===== config.mk =====
export PLATFORM = sky130hd
export DESIGN_NAME = os_discard_flat
export DESIGN_NICKNAME = d
export VERILOG_FILES = /design/src/rtl/os_discard_if.sv /design/src/rtl/os_discard.sv /design/src/flat_wrapper.sv
export SDC_FILE = /design/constraint.sdc
export NUM_CORES = 1
export LEC_CHECK = 0
export BUFFER_PORTS_ARGS = -buffer_cell sky130_fd_sc_hd__buf_2
export CAP_MARGIN = 20
export CORE_MARGIN = 2
export CORE_UTILIZATION = 65
export CTS_CLUSTER_DIAMETER = 100
export DETAILED_ROUTE_END_ITERATION = 10
export PLACE_DENSITY = 0.95
export SETUP_SLACK_MARGIN = 0.1
export SLEW_MARGIN = 15
export SYNTH_ARGS = -nofsm -noshare
export SYNTH_HDL_FRONTEND = slang
export SYNTH_SLANG_ARGS = --single-unit
export TNS_END_PERCENT = 1

===== constraint.sdc =====
create_clock -name i_clk -period 5.6 [get_ports i_clk]
set_clock_uncertainty 0.15 [all_clocks]
set_input_delay 1.12 -clock i_clk [delete_from_list [all_inputs] [get_ports i_clk]]
set_output_delay 1.12 -clock i_clk [all_outputs]
set_load 0.1 [all_outputs]

===== src/rtl/os_discard_if.sv =====
// Stream bundle for os_discard: 2N-sample input blocks in, scaled kept samples out.
// The slave modport is the design view; the master modport is the source/sink side.
interface os_discard_if #(
    parameter int WI = 16,
    parameter int WO = 9
);
    logic                 i_valid;
    logic                 i_start;
    logic signed [WI-1:0] i_yI;
    logic signed [WI-1:0] i_yQ;
    logic                 o_valid;
    logic                 i_ready;
    logic signed [WO-1:0] o_yI;
    logic signed [WO-1:0] o_yQ;
    logic                 o_last;

    modport slave (
        input  i_valid, i_start, i_yI, i_yQ, i_ready,
        output o_valid, o_yI, o_yQ, o_last
    );

    modport master (
        output i_valid, i_start, i_yI, i_yQ, i_ready,
        input  o_valid, o_yI, o_yQ, o_last
    );
endinterface


===== src/rtl/os_discard.sv =====
// Overlap-save output stage: drops the first N samples of each 2N block, scales/saturates the rest into a FWFT FIFO.
// Define OS_ROUND_EN for round-half-up scaling; otherwise the shift floors.
module os_discard #(
    parameter int N     = 16,
    parameter int WI    = 16,
    parameter int WO    = 9,
    parameter int SHIFT = 5,
    parameter int DEPTH = 16,
    localparam int CW   = $clog2(DEPTH) + 1
) (
    input  logic          i_clk,
    input  logic          i_rst_n,
    os_discard_if.slave   bus,
    output logic [CW-1:0] o_count,
    output logic          o_overflow,
    output logic          o_sync_err
);
    localparam int IW = $clog2(2 * N);
    localparam int PW = $clog2(DEPTH);
    localparam logic [IW-1:0] IDX_LAST_DISC = IW'(N - 1);
    localparam logic [IW-1:0] IDX_LAST      = IW'(2 * N - 1);
    localparam logic [CW-1:0] FULL          = CW'(DEPTH);
    localparam logic signed [WI:0] SAT_MAX  = (WI + 1)'((1 << (WO - 1)) - 1);
    localparam logic signed [WI:0] SAT_MIN  = ~SAT_MAX;
`ifdef OS_ROUND_EN
    localparam logic signed [WI:0] RND      = (WI + 1)'((1 << SHIFT) >> 1);
`endif

    typedef enum logic [1:0] {WAIT_START, DISCARD, KEEP} state_t;

    state_t               state_q, state_d;
    logic [IW-1:0]        idx_q, idx_d;
    logic [PW-1:0]        wr_ptr_q, wr_ptr_d;
    logic [PW-1:0]        rd_ptr_q, rd_ptr_d;
    logic [CW-1:0]        count_q, count_d;
    logic                 overflow_q, overflow_d;
    logic                 sync_err_q, sync_err_d;
    logic signed [WO-1:0] mem_i_q [DEPTH];
    logic signed [WO-1:0] mem_i_d [DEPTH];
    logic signed [WO-1:0] mem_q_q [DEPTH];
    logic signed [WO-1:0] mem_q_d [DEPTH];
    logic                 mem_last_q [DEPTH];
    logic                 mem_last_d [DEPTH];
    logic                 push;
    logic                 pop;
    logic                 wr_ok;

    // Widened by one bit so the rounding offset cannot wrap a full-scale positive input.
    function automatic logic signed [WO-1:0] scale_sat(input logic signed [WI-1:0] y);
        logic signed [WI:0] ext;
        logic signed [WI:0] s;
        ext = {y[WI-1], y};
`ifdef OS_ROUND_EN
        ext = ext + RND;
`endif
        s = ext >>> SHIFT;
        if (s > SAT_MAX) begin
            return $signed(SAT_MAX[WO-1:0]);
        end else if (s < SAT_MIN) begin
            return $signed(SAT_MIN[WO-1:0]);
        end
        return $signed(s[WO-1:0]);
    endfunction

    always_comb begin
        state_d    = state_q;
        idx_d      = idx_q;
        wr_ptr_d   = wr_ptr_q;
        rd_ptr_d   = rd_ptr_q;
        count_d    = count_q;
        overflow_d = overflow_q;
        sync_err_d = sync_err_q;
        mem_i_d    = mem_i_q;
        mem_q_d    = mem_q_q;
        mem_last_d = mem_last_q;
        push       = 1'b0;
        pop        = (count_q != '0) && bus.i_ready;
        wr_ok      = 1'b0;

        // A start always realigns to index 0 of a new block, even mid-block.
        if (bus.i_valid) begin
            if (bus.i_start) begin
                if (idx_q != '0) begin
                    sync_err_d = 1'b1;
                end
                state_d = DISCARD;
                idx_d   = IW'(1);
            end else begin
                case (state_q)
                    DISCARD: begin
                        if (idx_q == IDX_LAST_DISC) begin
                            state_d = KEEP;
                        end
                        idx_d = idx_q + 1'b1;
                    end
                    KEEP: begin
                        push = 1'b1;
                        if (idx_q == IDX_LAST) begin
                            state_d = WAIT_START;
                            idx_d   = '0;
                        end else begin
                            idx_d = idx_q + 1'b1;
                        end
                    end
                    default: ;
                endcase
            end
        end

        if (pop) begin
            rd_ptr_d = rd_ptr_q + 1'b1;
        end

        // A full FIFO still accepts a write when the head leaves in the same cycle.
        if (push) begin
            if ((count_q != FULL) || pop) begin
                wr_ok                = 1'b1;
                mem_i_d[wr_ptr_q]    = scale_sat(bus.i_yI);
                mem_q_d[wr_ptr_q]    = scale_sat(bus.i_yQ);
                mem_last_d[wr_ptr_q] = (idx_q == IDX_LAST);
                wr_ptr_d             = wr_ptr_q + 1'b1;
            end else begin
                overflow_d = 1'b1;
            end
        end

        if (wr_ok && !pop) begin
            count_d = count_q + 1'b1;
        end else if (!wr_ok && pop) begin
            count_d = count_q - 1'b1;
        end
    end

    always_ff @(posedge i_clk or negedge i_rst_n) begin
        if (!i_rst_n) begin
            state_q    <= WAIT_START;
            idx_q      <= '0;
            wr_ptr_q   <= '0;
            rd_ptr_q   <= '0;
            count_q    <= '0;
            overflow_q <= 1'b0;
            sync_err_q <= 1'b0;
            mem_i_q    <= '{default: '0};
            mem_q_q    <= '{default: '0};
            mem_last_q <= '{default: 1'b0};
        end else begin
            state_q    <= state_d;
            idx_q      <= idx_d;
            wr_ptr_q   <= wr_ptr_d;
            rd_ptr_q   <= rd_ptr_d;
            count_q    <= count_d;
            overflow_q <= overflow_d;
            sync_err_q <= sync_err_d;
            mem_i_q    <= mem_i_d;
            mem_q_q    <= mem_q_d;
            mem_last_q <= mem_last_d;
        end
    end

    assign bus.o_valid = (count_q != '0);
    assign bus.o_yI    = mem_i_q[rd_ptr_q];
    assign bus.o_yQ    = mem_q_q[rd_ptr_q];
    assign bus.o_last  = mem_last_q[rd_ptr_q];
    assign o_count     = count_q;
    assign o_overflow  = overflow_q;
    assign o_sync_err  = sync_err_q;
endmodule


===== src/flat_wrapper.sv =====
// flat-port wrapper written by rule: the top's interface ports become plain ports
module os_discard_flat 
#(
    parameter int N     = 16,
    parameter int WI    = 16,
    parameter int WO    = 9,
    parameter int SHIFT = 5,
    parameter int DEPTH = 16,
    localparam int CW   = $clog2(DEPTH) + 1
)
  (i_clk, i_rst_n, o_count, o_overflow, o_sync_err, bus_i_valid, bus_i_start, bus_i_yI, bus_i_yQ, bus_i_ready, bus_o_valid, bus_o_yI, bus_o_yQ, bus_o_last);
  os_discard_if #(.WI(WI), .WO(WO)) bus_i ();
  input  logic i_clk;
  input  logic i_rst_n;
  output logic [CW-1:0] o_count;
  output logic o_overflow;
  output logic o_sync_err;
  input wire logic [$bits(bus_i.i_valid)-1:0] bus_i_valid;
  input wire logic [$bits(bus_i.i_start)-1:0] bus_i_start;
  input wire logic [$bits(bus_i.i_yI)-1:0] bus_i_yI;
  input wire logic [$bits(bus_i.i_yQ)-1:0] bus_i_yQ;
  input wire logic [$bits(bus_i.i_ready)-1:0] bus_i_ready;
  output wire logic [$bits(bus_i.o_valid)-1:0] bus_o_valid;
  output wire logic [$bits(bus_i.o_yI)-1:0] bus_o_yI;
  output wire logic [$bits(bus_i.o_yQ)-1:0] bus_o_yQ;
  output wire logic [$bits(bus_i.o_last)-1:0] bus_o_last;
  assign bus_i.i_valid = bus_i_valid;
  assign bus_i.i_start = bus_i_start;
  assign bus_i.i_yI = bus_i_yI;
  assign bus_i.i_yQ = bus_i_yQ;
  assign bus_i.i_ready = bus_i_ready;
  assign bus_o_valid = bus_i.o_valid;
  assign bus_o_yI = bus_i.o_yI;
  assign bus_o_yQ = bus_i.o_yQ;
  assign bus_o_last = bus_i.o_last;
  os_discard #(.N(N), .WI(WI), .WO(WO), .SHIFT(SHIFT), .DEPTH(DEPTH)) u_core (.i_clk(i_clk), .i_rst_n(i_rst_n), .bus(bus_i), .o_count(o_count), .o_overflow(o_overflow), .o_sync_err(o_sync_err));
endmodule

-- Word level (Yosys, flattened, before mapping)
Cells that the tools add are included.
- memories: 0
- bits in latches: 0
- register bits after elaboration: 326
- ROM bits: 0
- input bits: 37
- RAM bits: 0
- reduce and logical (&&, ||, !) cells: 16
- bitwise gates (word level): 3
- equality and inequality tests: 7
- multipliers: 0
- mux-type cells: 48
- shift-type cells: 0
- $lt $le $gt $ge: 7
- divide/modulo/power cells: 0
- add/subtract/negate cells: 5
- operator list (kind ; count):
    bitwise mux 144 bit ; 2
    2-to-1 mux 9 bit ; 15
    binary-select mux 9 bit (select 4 bit) ; 2
    demux 9 bit (select 4 bit) ; 1
    greater-than comparator 11 x 9 -> 1 bit, second input constant ; 2
    less-than comparator 11 x 9 -> 1 bit, second input constant ; 2
    2-to-1 mux 5 bit ; 4
    bitwise mux 16 bit ; 1
    2-to-1 mux 1 bit ; 16
    adder 5 x 1 -> 5 bit, second input constant ; 2
    >= comparator 5 bit, second input constant ; 2
    NOT 4 -> 5 bit ; 2
    case mux 5 bit (2 select lines) ; 1
    nonzero test 5 bit ; 2
    adder 4 x 1 -> 4 bit, second input constant ; 2
    2-to-1 mux 2 bit ; 3
    != test 3 x 2 -> 1 bit, second input constant ; 2
    AND reduction 2 bit ; 3
    equality test 5 x 4 -> 1 bit, second input constant ; 1
    equality test 5 bit, second input constant ; 1
    less-than comparator 5 x 1 -> 1 bit, second input constant ; 1
    != test 5 bit, second input constant ; 1
    subtractor 5 x 1 -> 5 bit, second input constant ; 1
    binary-select mux 1 bit (select 4 bit) ; 1
    12 further kinds ; 16

-- Logic depth before layout (Yosys ltp)
- depth after elaboration: 9
- gate-level depth with buffers: 12
- depth with buffers taken out: 10

-- Least setup slack after synthesis
Ideal clock, no wire load.
- kind: in2reg
- start point: input port bus_i_valid
- end point: register u_core.count_q[4] (netlist: u_core.o_count[4])
- buffers on the path: 3
- data arrival time: 3.525 ns
- stages: 11
- setup slack: 1.789 ns
- data required time: 5.314 ns
- cell sequence: buf_2 > and4bb_2 > buf_2 > buf_6 > o21a_1 > ha_1 > inv_1 > fa_1 > a21o_1 > a2111oi_0 > o31ai_1
- cells in the longest elaborated chain, start to end: 5
- elaborated cells between the ends (all ways): 7
- classes of those cells: 3 x mux; 4 x reduce/logical
- ends and longest elaborated chain (element ; line ; source):
    from (decl) ; flat_wrapper.sv:18 ; input wire logic [$bits(bus_i.i_valid)-1:0] bus_i_valid;
    2-to-1 mux 1 bit * ; os_discard.sv:81 ; if (bus.i_valid) begin
    2-to-1 mux 1 bit * ; os_discard.sv:115 ; if (push) begin
    net u_core.wr_ok ; os_discard.sv:46 ; logic wr_ok;
    zero test 1 bit ; os_discard.sv:129 ; end else if (!wr_ok && pop) begin
    logical AND 1 bit ; os_discard.sv:129 ;
    nonzero test 2 bit (no source line) ; - ;
    to (signal assigned) ; os_discard.sv:151 ; count_q <= count_d;
    to (decl) ; os_discard.sv:35 ; logic [CW-1:0] count_q, count_d;
Mark *: on every way through the listed nets, which the timed path passes. The rest lies on a longest branch.
A chain may end at the register's enable or synchronous reset.

-- Final worst setup path
- start point: register u_core.rd_ptr_q[0]
- end point: output port bus_o_yI[2]
- cells in the longest elaborated chain, start to end: 4
- ends and longest elaborated chain (element ; line ; source):
    from (decl) ; os_discard.sv:34 ; logic [PW-1:0] rd_ptr_q, rd_ptr_d;
    from (signal assigned) ; os_discard.sv:150 ; rd_ptr_q <= rd_ptr_d;
    NOT 4 -> 5 bit (not written as such) ; os_discard.sv:161 ; assign bus.o_yI = mem_i_q[rd_ptr_q];
    binary-select mux 9 bit (select 4 bit) ; os_discard.sv:161 ;
    2-to-1 mux 9 bit (not written as such) (2 in series) ; os_discard.sv:161 ;
    to (decl) ; flat_wrapper.sv:24 ; output wire logic [$bits(bus_i.o_yI)-1:0] bus_o_yI;
No other way between the ends. The select of a mux whose other input is x is not followed.

==> impl_metrics.py <==
metrics = {
    "pwr": {
        "leakage_nw": 7.638,
        "p_per_area_nw_per_um2": 394.0,
        "peakVddDrop_uv": 383.7,
    },
    "routing": {
        "drtIter0Drc": 1693,
        "vias": 11870,
        "routed_via_density": 7.168,
        "firstDrtPassIters": 6,
        "drt-wirelength-per-cell_um": 26.10,
        "ant_nets": 0,
        "drt_wl_total_um": 43220,
        "drc_errors": 0,
    },
    "setup_path": {
        "timing.rr.start": "u_core.o_count[0]",
        "worst_ep_required_time_ns": 4.33,
        "crit_type": "register to output port",
        "worstPathArrival_ns": 3.22,
        "crit_start": "u_core.rd_ptr_q[0]",
        "endpoint_kind": "output port",
        "start_kind": "register",
        "worst-path-max-fanout": 47,
    },
    "clocking": {
        "clockRootBuffer": "clkbuf_16",
        "clk_transition_reported_paths_ns": 0.07,
        "h-tree-depth": 2,
        "clock_path_buffers": 3,
        "hold_buffers": 0,
        "worstSkewPairLatency_ns": 0.54,
        "cts_buffers": 34,
        "clock_sinks": 326,
        "cts_tree": "built",
        "cts_resized": 0,
        "cts_setup_buffers": 0,
    },
    "logic_synthesis": {
        "synth_edf_count": 0,
        "yosysWarnings": 0,
        "netlist_top_cells_count": "dfrtp_1 (326), nand2_1 (322), o21ai_0 (247), mux4_2 (76), clkbuf_1 (54)",
        "synth_area_per_cell_um2": 11.19,
        "ys_types": 45,
        "synth_top_area_share_pct": 54.48,
        "synthCells": 1338,
        "yosysSeqAreaShare_pct": 54.48,
        "synth_top_area_cell": "dfrtp_1",
        "synth-seq-cells": 326,
        "mappedNetlistArea_um2": 14970,
        "syn-num-nets": 1389,
        "synthFlopType": "dfrtp_1",
        "synthMostInstantiatedCell": "dfrtp_1",
        "async_reset_ff_share_pct": 100.0,
        "ys_top_cells_by_area": "dfrtp_1 (54%), mux4_2 (11%), o21ai_0 (8.3%)",
    },
    "sta": {
        "finalMaxSlewViolations": 0,
        "period_share_pct": 80.22,
        "slew_headroom_pct": 24.16,
        "tightest_slew_ns": 1.138,
        "fin_ws_ns": 1.108,
        "rsz0062_at_grt": "no",
        "period_minus_slack_ns": 4.492,
        "hold_viol": 0,
        "final.setup.tns_ns": 0,
        "finalSetupViolCount": 0,
        "fmax_mhz": 222.6,
    },
    "min_path": {
        "hold_path.startpoint": "u_core.o_sync_err",
        "hold_class": "register to register",
    },
    "global_route": {
        "grt_pass1_vias": 12338,
        "grt_max_degree": 116,
        "antenna_found_initial": 0,
        "grt_pass1_wl_um": 66640,
        "grt.total_usage_pct": 35.78,
        "grt_overflow": 0,
    },
    "die": {
        "die_h_um": 155.8,
        "die_x_um": 155.8,
        "rows": 55,
        "fp.coreArea_um2": 22640,
        "initial_core_util_pct": 66.14,
        "pin_count": 64,
        "die_area_um2": 24270,
    },
    "cells_and_area": {
        "finalNonFillerCells": 1656,
        "final_nets": 1396,
        "antenna_cells": 0,
        "fill_cells": 1211,
        "area_delta_synth_final_pct": 11.64,
        "drive_above_1_share_pct": 21.66,
    },
    "place": {
        "port_buffers": 53,
        "hpwl_um": 21810,
        "dp_slack_ns": 1.546,
        "place.gp.congestion": 0.7898,
        "dpl.cell_count": 1583,
    },
    "job": {
        "max_cap_violations": 0,
    },
    "run_status": {
        "outcome": "completed",
    },
}
-- final cells by class --
cell class	count	area, um^2	share of cell area [%]
clock buffer	49	1011	6.047
clock inverter	13	252.7	1.512
inverter	8	30.03	0.1796
multi-input combinational	889	6236	37.30
sequential	326	8165	48.84
tap	285	356.6	2.133
timing repair buffer	86	665.6	3.982
-- path summary, 6_finish.rpt --
path                                           end  slack [ns]  depth (start not counted)
worst max-delay path                   bus_o_yI[2]        1.11                          5
worst min-delay path             u_core.o_sync_err        0.32                          1
worst max register to register   u_core.o_count[4]        1.99                          9
worst min register to register   u_core.o_sync_err        0.32                          1
max in group asynchronous       u_core.mem_q_q[15]        3.62                          2
min in group asynchronous       u_core.mem_q_q[41]        0.49                          1
-- state kept, by name, summed over array words and instances (netlist names) --
register / flops
u_core.mem_i_q: 144
u_core.mem_q_q: 144
u_core.mem_last_q: 16
u_core.idx_q: 5
u_core.o_count: 5
u_core.rd_ptr_q: 4
u_core.wr_ptr_q: 4
u_core.state_q: 2
u_core.o_overflow: 1
u_core.o_sync_err: 1
-- critical path, stage by stage, from the launching register on --
cell,delay [ns]
dfrtp_4,0.89
buf_12,0.41
mux4_2,0.61
a22oi_1,0.30
nand2_1,0.10
buf_2,0.31
-- where the power goes --
group	internal, W	switching (W)	leakage, nW
Combinational	0.000441	0.000848	2.53
Sequential	0.00244	0.000282	4.50
Clock	0.00159	0.000990	0.610
-- per-layer routing --
metal	routed length (um)	up-vias	GRT usage [%]	part of all wire, %
li1	-	4711	-	-
met5	0	-	0	0
met1	14560	5890	44.51	34
met4	2765	0	21.71	6.4
met2	21060	1002	57.50	49
met3	4842	267	8.639	11
-- per-stage QoR --
| step | hold slack, ns | area [um^2] | utilization [%] | total power [W] |
|---|---|---|---|---|
| after floorplan | 0.2932 | 14970 | - | 0.003606 |
| after global placement | 0.2849 | 15230 | 67.27 | 0.003915 |
| after detailed placement | 0.3015 | 15230 | 67.27 | 0.003966 |
| after CTS | 0.3277 | 16490 | 72.85 | 0.006524 |
| after global routing | 0.3526 | 16720 | 73.84 | 0.006762 |
| final | 0.3238 | 16720 | 73.84 | 0.006587 |
-- logic make-up (layout without fill, tap and decap cells) --
| group | count (synthesis) | in the layout | synth area share [%] |
|---|---|---|---|
| fa+ha+maj | 14 | 14 | 1.220 |
| flops | 326 | 326 | 54.48 |
| simple gates | 383 | 383 | 10.08 |
| mux | 127 | 127 | 15.26 |
| xor+xnor | 10 | 10 | 0.5849 |
| buf+inv | 123 | 156 | 4.078 |
| compound gates | 355 | 355 | 14.30 |
-- layout by cell type, fill, tap and decap left out, types with 3 or more instances in the layout --
master | Yosys | layout
inv_1 | 8 | 8
xor2_1 | 3 | 3
a22oi_1 | 38 | 38
clkbuf_1 | 54 | 8
a21o_1 | 4 | 4
nand2_1 | 322 | 322
mux4_2 | 76 | 76
nor2_1 | 37 | 36
xnor2_1 | 7 | 7
o21ai_1 | 18 | 18
buf_4 | 15 | 20
o2111ai_2 | 10 | 10
o21a_1 | 3 | 3
clkbuf_16 | 0 | 37
clkbuf_8 | 0 | 4
dfrtp_1 | 326 | 324
nor3_1 | 4 | 4
mux2_2 | 50 | 50
a21oi_1 | 20 | 14
ha_1 | 13 | 13
a21oi_2 | 0 | 6
nand2b_1 | 3 | 3
o21ai_0 | 247 | 247
buf_16 | 0 | 6
clkbuf_4 | 0 | 4
o2111ai_4 | 6 | 6
buf_2 | 38 | 53
nor2b_1 | 5 | 3
bufinv_16 | 0 | 7
Power figures use the tool's default switching activity.
